===== config.mk =====
export PLATFORM = sky130hd
export DESIGN_NAME = mem_seq_initiator
export DESIGN_NICKNAME = d
export VERILOG_FILES = /design/src/rtl/mem_seq_initiator.sv
export SDC_FILE = /design/constraint.sdc
export NUM_CORES = 1
export LEC_CHECK = 0
export ABC_AREA = 1
export BUFFER_PORTS_ARGS = -buffer_cell sky130_fd_sc_hd__buf_2
export CORE_MARGIN = 2
export CORE_UTILIZATION = 54
export DETAILED_ROUTE_END_ITERATION = 8
export GPL_ROUTABILITY_DRIVEN = 0
export PLACE_DENSITY_LB_ADDON = 0.3
export SLEW_MARGIN = 10
export SYNTH_ARGS = -nofsm -noshare
export SYNTH_HDL_FRONTEND = slang
export SYNTH_SLANG_ARGS = --single-unit

===== constraint.sdc =====
create_clock -name clk -period 3.8 [get_ports clk]
set_clock_uncertainty 0.1 [all_clocks]
set_input_delay 0.76 -clock clk [delete_from_list [all_inputs] [get_ports clk]]
set_output_delay 0.76 -clock clk [all_outputs]
set_load 0.05 [all_outputs]

===== src/rtl/mem_seq_initiator.sv =====
// mem_seq_initiator: writes an LFSR pattern over a block of memory, reads it back and counts mismatches.
// Define MEMSEQ_TIMEOUT_EN to abort after 16 stalled cycles and expose the timeout output.
module mem_seq_initiator #(
  parameter int WIDTH = 32,
  parameter int DEPTH = 256,
  parameter int ADDR  = 8
) (
  input  logic             clk,
  input  logic             rst,
  input  logic             start,
  input  logic [ADDR-1:0]  start_addr,
  input  logic [ADDR:0]    num_loc,
  input  logic [31:0]      seed,
  output logic [ADDR-1:0]  addr,
  output logic [WIDTH-1:0] wdata,
  output logic             wrbar,
  output logic             valid,
  input  logic [WIDTH-1:0] rdata,
  input  logic             ready,
  output logic             busy,
  output logic             done,
  output logic             pass,
  output logic [ADDR:0]    err_count,
`ifdef MEMSEQ_TIMEOUT_EN
  output logic             timeout,
`endif
  output logic [ADDR-1:0]  first_err_addr
);

  localparam logic [31:0]   POLY      = 32'h80200003;
  localparam logic [ADDR:0] DEPTH_CNT = (ADDR+1)'(DEPTH);

  typedef enum logic [1:0] {IDLE, WRITE, READ, FINISH} state_t;

  state_t          r_state;
  state_t          w_state_next;

  logic [ADDR-1:0] r_addr;
  logic [ADDR-1:0] r_base;
  logic [31:0]     r_lfsr;
  logic [31:0]     r_seed;
  logic [ADDR:0]   r_count;
  logic [ADDR:0]   r_remain;
  logic [ADDR:0]   r_err;
  logic [ADDR-1:0] r_first;
  logic            r_pass;

  logic            w_active;
  logic            w_hs;
  logic            w_last;
  logic            w_mismatch;
  logic            w_abort;
  logic [31:0]     w_seed_eff;
  logic [31:0]     w_lfsr_step;
  logic [ADDR:0]   w_count_eff;
  logic [ADDR:0]   w_err_next;

  assign w_active    = (r_state == WRITE) || (r_state == READ);
  assign w_hs        = w_active && ready;
  assign w_last      = (r_remain == (ADDR+1)'(1));
  assign w_seed_eff  = (seed == '0) ? 32'h1 : seed;
  assign w_lfsr_step = {1'b0, r_lfsr[31:1]} ^ (r_lfsr[0] ? POLY : '0);
  assign w_count_eff = (num_loc > DEPTH_CNT) ? DEPTH_CNT : num_loc;
  assign w_mismatch  = (r_state == READ) && w_hs && (rdata != r_lfsr[WIDTH-1:0]);
  assign w_err_next  = (w_mismatch && (r_err != '1)) ? r_err + 1'b1 : r_err;

`ifdef MEMSEQ_TIMEOUT_EN
  logic [4:0] r_to_cnt;
  logic       r_timeout;

  // The 16th consecutive stalled cycle aborts on its closing edge.
  assign w_abort = w_active && !ready && (r_to_cnt == 5'd15);
  assign timeout = r_timeout;

  always_ff @(posedge clk or negedge rst) begin
    if (!rst) begin
      r_to_cnt  <= '0;
      r_timeout <= 1'b0;
    end else begin
      if (r_state == IDLE && start)
        r_timeout <= 1'b0;
      else if (w_abort)
        r_timeout <= 1'b1;
      if (w_active && !ready && !w_abort)
        r_to_cnt <= r_to_cnt + 5'd1;
      else
        r_to_cnt <= '0;
    end
  end
`else
  assign w_abort = 1'b0;
`endif

  always_ff @(posedge clk or negedge rst) begin
    if (!rst)
      r_state <= IDLE;
    else
      r_state <= w_state_next;
  end

  always_comb begin
    w_state_next   = r_state;
    valid          = 1'b0;
    wrbar          = 1'b0;
    busy           = 1'b1;
    done           = 1'b0;
    addr           = r_addr;
    wdata          = '0;
    pass           = r_pass;
    err_count      = r_err;
    first_err_addr = r_first;
    case (r_state)
      IDLE: begin
        busy = 1'b0;
        if (start)
          w_state_next = (num_loc == '0) ? FINISH : WRITE;
      end
      WRITE: begin
        valid = 1'b1;
        wrbar = 1'b1;
        wdata = r_lfsr[WIDTH-1:0];
        if (w_abort)
          w_state_next = FINISH;
        else if (w_hs && w_last)
          w_state_next = READ;
      end
      READ: begin
        valid = 1'b1;
        if (w_abort || (w_hs && w_last))
          w_state_next = FINISH;
      end
      FINISH: begin
        done         = 1'b1;
        w_state_next = IDLE;
      end
      default: w_state_next = IDLE;
    endcase
  end

  always_ff @(posedge clk or negedge rst) begin
    if (!rst) begin
      r_addr   <= '0;
      r_base   <= '0;
      r_lfsr   <= 32'h1;
      r_seed   <= 32'h1;
      r_count  <= '0;
      r_remain <= '0;
      r_err    <= '0;
      r_first  <= '0;
      r_pass   <= 1'b0;
    end else begin
      case (r_state)
        IDLE: begin
          if (start) begin
            r_base   <= start_addr;
            r_addr   <= start_addr;
            r_seed   <= w_seed_eff;
            r_lfsr   <= w_seed_eff;
            r_count  <= w_count_eff;
            r_remain <= w_count_eff;
            r_err    <= '0;
            r_first  <= '0;
            r_pass   <= (num_loc == '0);
          end
        end
        WRITE, READ: begin
          if (w_hs) begin
            r_err <= w_err_next;
            if (w_mismatch && (r_err == '0))
              r_first <= r_addr;
          end
          // pass is set on the edge entering FINISH so it is valid alongside done.
          if (w_abort) begin
            r_pass <= 1'b0;
          end else if (w_hs && w_last) begin
            if (r_state == WRITE) begin
              r_addr   <= r_base;
              r_lfsr   <= r_seed;
              r_remain <= r_count;
            end else begin
              r_pass <= (w_err_next == '0);
            end
          end else if (w_hs) begin
            r_addr   <= r_addr + 1'b1;
            r_lfsr   <= w_lfsr_step;
            r_remain <= r_remain - 1'b1;
          end
        end
        default: ;
      endcase
    end
  end

endmodule


==> results of run 1 <==
==> layer usage <==
metal / vias up / track usage, %
li1: 3279 / -
met1: 3094 / 37.0
met2: 252 / 43.1
met3: 25 / 4.79
met4: 0 / 9.96
met5: - / 0
==> cells by family after synthesis <==
kind of cell,share of synthesized area [%]
flip-flops,42.8
AND/OR/NAND/NOR,19.9
adder cells (fa/ha/maj),2.17
AO/OA/AOI/OAI,20.2
XOR/XNOR,4.31
buffers and inverters,10.6
==> area by class of cell <==
cell class / count / share of cell area, %
well taps: 172 / 2.60
repair buffers: 157 / 10.0
multi-input cells: 626 / 38.9
diodes: 1 / 0.0302
clock buffers: 28 / 6.36
clock inverters: 4 / 0.242
flip-flops and latches: 118 / 35.7
inverters: 135 / 6.15
==> critical path: cells and delay by family, from the launching register on <==
family | cells | cell delay, ns
buffers and inverters | 5 | 1.36
adder cells (fa/ha/maj) | 1 | 0.61
flip-flops | 1 | 0.39
AO/OA/AOI/OAI | 3 | 0.37
AND/OR/NAND/NOR | 2 | 0.34
==> final timing paths <==
path	startpoint	endpoint	slack [ns]	cells past startpoint
min	r_seed[29]	r_seed[29]	0.37	2
max reg2reg	r_state[1]	r_lfsr[5]	0.52	11
min in group asynchronous	rst	r_seed[25]	0.41	1
max in group asynchronous	rst	first_err_addr[1]	2.43	2
max	r_state[1]	r_lfsr[5]	0.52	11
min reg2reg	r_seed[29]	r_seed[29]	0.37	2
==> sequential cells by signal, summed over array words and instances (netlist names) <==
signal,cells
addr,8
err_count,9
first_err_addr,8
pass,1
r_base,8
r_count,9
r_lfsr,32
r_remain,9
r_seed,32
r_state,2
==> synthesized netlist by cell type (all sizes together), types with 7 or more instances <==
cell / n / share of area (%)
a21oi: 85 / 6.4
a22oi: 33 / 3.6
a31oi: 7 / 0.63
buf: 18 / 1.6
clkbuf: 29 / 1.6
dfrtp: 116 / 42
ha: 12 / 2.2
inv: 135 / 7.4
nand2: 245 / 14
nand3: 15 / 1.3
nand4: 12 / 1.1
nor2: 39 / 2.2
nor3: 11 / 0.80
nor4: 7 / 0.63
o21ai: 104 / 7.6
o22ai: 10 / 0.91
xnor2: 27 / 3.4
xor2: 7 / 0.89
==> power by group <==
| part | internal [mW] | leakage (nW) | switching [mW] | total, mW |
|---|---|---|---|---|
| logic | 1.37 | 2.76 | 3.13 | 4.50 |
| clock network | 0.932 | 0.274 | 0.538 | 1.47 |
| registers | 1.86 | 1.44 | 0.453 | 2.31 |
| total | 4.16 | 4.47 | 4.12 | 8.28 |
==> per-stage QoR <==
step	std cells	setup slack [ns]
2_1_floorplan	926	1.04
3_5_place_dp	1208	0.554
4_1_cts	1240	0.527
6_report	1241	0.523
3_3_place_gp	1208	0.702
5_1_grt	1240	0.232
==> results.json, run 1 <==
{
  "start_kind": "register",
  "finalInstanceArea_sq_um": 8280,
  "met3_length_microns": 1160,
  "num_vias": 6650,
  "grt_setup_unrepaired": "false",
  "setup_violations": 0,
  "first_iter_violations": 670,
  "grt_start_max_net_pins": 84,
  "syn_to_final_growth_pct": 19.9,
  "ys_ff_latch": 118,
  "post-route-util_pct": 65.9,
  "clock_latency_ns": 0.42,
  "mostFrequentLayoutCells": "nand2_1, buf_2, inv_1, dfrtp_1, o21ai_0",
  "totalWireLength_microns": 17800,
  "die_area_sq_um": 13700,
  "fin_crit_sh_pct": 86.2,
  "grt_pass1_vias": 6042,
  "maxCapViolCount": 0,
  "netlist_area_sq_um": 6910,
  "std_cell_rows": 41,
  "ant_nets": 0,
  "clockBufferDepth": 2,
  "crit_top_cell": "inv_2",
  "syn_inst": 926,
  "antenna_found_initial": 2,
  "ys.flop_type": "dfrtp_1",
  "min_period_ns": 3.28,
  "fill_cells": 1121,
  "synth_edf_count": 0,
  "path_class": "reg2reg",
  "arrival_ns": 3.50,
  "regArea_sq_um": 2960,
  "worst_path_max_delay_cell": "ha_1",
  "p_total_mw": 8.28,
  "crit_chain": "inv_1, ha_1, inv_2, nor3_1, nand3_2, inv_2, a21oi_4, inv_2, buf_4, a21oi_1, a22oi_1",
  "met2_length_microns": 8450,
  "synthesis.nets": 1023,
  "hold_class": "reg2reg",
  "syn_area_per_cell_sq_um": 7.46,
  "top_layer": "met4",
  "die_x_microns": 117,
  "critPathMaxFanout": 42,
  "status": "complete, no violations",
  "post_cts_resized": 0,
  "slowest_delay_ns": 0.61,
  "cts_setup_buffers": 0,
  "drive_gt1_share_pct": 19.7,
  "io_pins": 147,
  "power_leakage_nw": 4.47,
  "ctsHoldBuffers": 0,
  "final_max_slew_viol_count": 0,
  "worst_setup_path_end_kind": "register",
  "cts_tree": "done",
  "ctsRootBufferMaster": "clkbuf_16",
  "overflow": 0,
  "multi_input_area_sq_um": 3220,
  "power_density_nw_per_um2": 1000,
  "final.setup.tns_ns": 0,
  "cts_made_buffers": 17,
  "fmax_mhz": 305,
  "grt_usage_pct": 26.9,
  "m1WireLength_microns": 7940,
  "wl_per_cell_microns": 14.3,
  "yosysWarnings": 0,
  "yosysSeqAreaShare_pct": 42.8,
  "first_pass_iters": 6,
  "worstMarginPinSlew_ns": 1.01,
  "synth.distinct_cells": 38,
  "whs_ns": 0.372,
  "layout_commonest_cell": "nand2_1",
  "initial_core_util_pct": 54.9,
  "hold_viol_final": 0,
  "dp_hpwl_microns": 12000,
  "clk_pin_slew_worst_paths_ns": 0.05,
  "final_nets": 1152,
  "required_ns": 4.02,
  "vias_per_cell": 5.36,
  "synth-async-reset-ratio_pct": 100,
  "die_h_microns": 117,
  "clkSinkCount": 118,
  "drcViolationCount": 0,
  "cts_max_level": 4,
  "grt_pass1_wl_microns": 28700,
  "core_area_sq_um": 12600,
  "ir_drop_v": 0.000481,
  "relSlewSlack_pct": 32.5,
  "dpl-instance-area_sq_um": 7730,
  "portBuffers": 146
}
No activity file was read; power rests on OpenSTA's default activity.
==> run 2, diff against run 1 <==
Settings changed: CORE_MARGIN 2 to unset, CTS_CLUSTER_SIZE set to 10.
==> run 2 against run 1 <==
Compared with the run above:
- clock power rose by 7%
- final area rose by 0.57%
- largest cell class unchanged
- critical path depth did not move
- via count increased by 0.30%
- global-route usage grew 2.0 points
- setup slack better by 0.14 ns
- non-clock buffer count rose by 1
- sequential share of layout area decreased by 0.20 points
- first-iteration DRC count decreased by 2.8%
- sequential power about the same
- power is 1.7% higher
- utilization rose by 2.0 points
==> results.json, run 2 (same netlist as run 1, synthesis figures left out) <==
{
  "cts_tree": "done",
  "final_nets": 1153,
  "fmax_mhz": 319,
  "initial_core_util_pct": 56.3,
  "first_iter_violations": 651,
  "pre_cts_ws_ns": 0.742,
  "vias_per_cell": 5.40,
  "r2r_start": "r_state[1]",
  "cp-startpoint": "r_state[1]",
  "path_class": "reg2reg",
  "ir_drop_v": 0.000554,
  "syn_to_final_growth_pct": 20.6,
  "ctsHoldBuffers": 0,
  "final_max_slew_viol_count": 0,
  "post-route-util_pct": 67.9,
  "whs_ns": 0.289,
  "antenna_found_initial": 1,
  "arrival_ns": 3.36,
  "antenna_cells": 0,
  "die_h_microns": 115,
  "num_vias": 6670,
  "cts_max_level": 4,
  "totalWireLength_microns": 18100,
  "dp_hpwl_microns": 12200,
  "grt_setup_unrepaired": "false",
  "maxCapViolCount": 0,
  "mostFrequentLayoutCells": "nand2_1, buf_2, inv_1, dfrtp_1, o21ai_0",
  "reg_top3": "r_lfsr (32), r_seed (32)",
  "cts_made_buffers": 17,
  "layout_setup_ws_ns": 0.665,
  "die_x_microns": 115,
  "grt_pass1_vias": 6132,
  "final.setup.tns_ns": 0,
  "ctsRootBufferMaster": "clkbuf_16",
  "worst_setup_path_end_kind": "register",
  "power_density_nw_per_um2": 1010,
  "io_pins": 147,
  "first_pass_iters": 5,
  "placed_cells": 1205,
  "layout_commonest_cell": "nand2_1",
  "stdcell_count": 1236,
  "hold_class": "in2async",
  "drive_gt1_share_pct": 19.8,
  "required_ns": 4.02,
  "start_kind": "register",
  "clock_latency_ns": 0.42,
  "die_area_sq_um": 13200,
  "finalInstanceArea_sq_um": 8330,
  "wl_per_cell_microns": 14.6,
  "relSlewSlack_pct": 41.8,
  "reg2reg_slack_ns": 0.67,
  "status": "complete, no violations",
  "core_area_sq_um": 12300,
  "power_leakage_nw": 4.49,
  "critPathMaxFanout": 38,
  "grt_usage_pct": 28.9,
  "post_cts_resized": 0,
  "fin_crit_sh_pct": 82.5,
  "clk_pin_slew_worst_paths_ns": 0.05,
  "worstMarginPinSlew_ns": 0.873,
  "r2r-end": "r_lfsr[19]",
  "p_total_mw": 8.43,
  "cts_setup_buffers": 0,
  "overflow": 0,
  "min_period_ns": 3.13,
  "ant_nets": 0,
  "grt_pass1_wl_microns": 29500,
  "drcViolationCount": 0,
  "portBuffers": 146,
  "grt_start_max_net_pins": 84,
  "ff2ff_path_depth": 11,
  "dpl-instance-area_sq_um": 7730,
  "hold_viol_final": 0,
  "setup_violations": 0,
  "clockBufferDepth": 2,
  "std_cell_rows": 40,
  "clkSinkCount": 118
}
==> run 2: final cells by class <==
cell class              count  area, sq um
clock inverters             1         30.0
inverters                 135          509
clock buffers              30          564
fillers                  1070         3930
repair buffers            158          836
well taps                 168          210
multi-input cells         626         3220
flip-flops and latches    118         2960
==> run 2: how the worst max path moves through the flow <==
stage	endpoint	cells past startpoint	slack, ns
finish	r_lfsr[19]	11	0.67
global route	r_lfsr[19]	11	0.43
CTS	r_lfsr[19]	11	0.70
detailed placement	r_lfsr[19]	11	0.74
global placement	addr[7]	11	0.86
floorplan	wdata[10]	6	1.04
==> run 2: worst max-delay path: stages, from the launching register on <==
cell     delay (ns)
dfrtp_1        0.39
inv_1          0.11
ha_1           0.59
inv_2          0.07
nor3_1         0.22
nand3_2        0.11
inv_2          0.27
a21oi_4        0.09
inv_2          0.50
buf_12         0.28
a21oi_1        0.07
a22oi_1        0.21
==> run 2: power by group <==
part	total, mW	switching, mW	internal (mW)
Combinational	4.53	3.14	1.39
Clock	1.58	0.531	1.05
Sequential	2.31	0.457	1.86
Total	8.43	4.13	4.30
==> run 2: per-layer routing <==
metal / up-vias / GRT usage [%] / part of all wire, %
li1: 3275 / - / -
met1: 3095 / 38.1 / 44
met2: 261 / 45.9 / 47
met3: 37 / 6.48 / 6.8
met4: 2 / 12.6 / 2.1
met5: - / 0 / 0.072
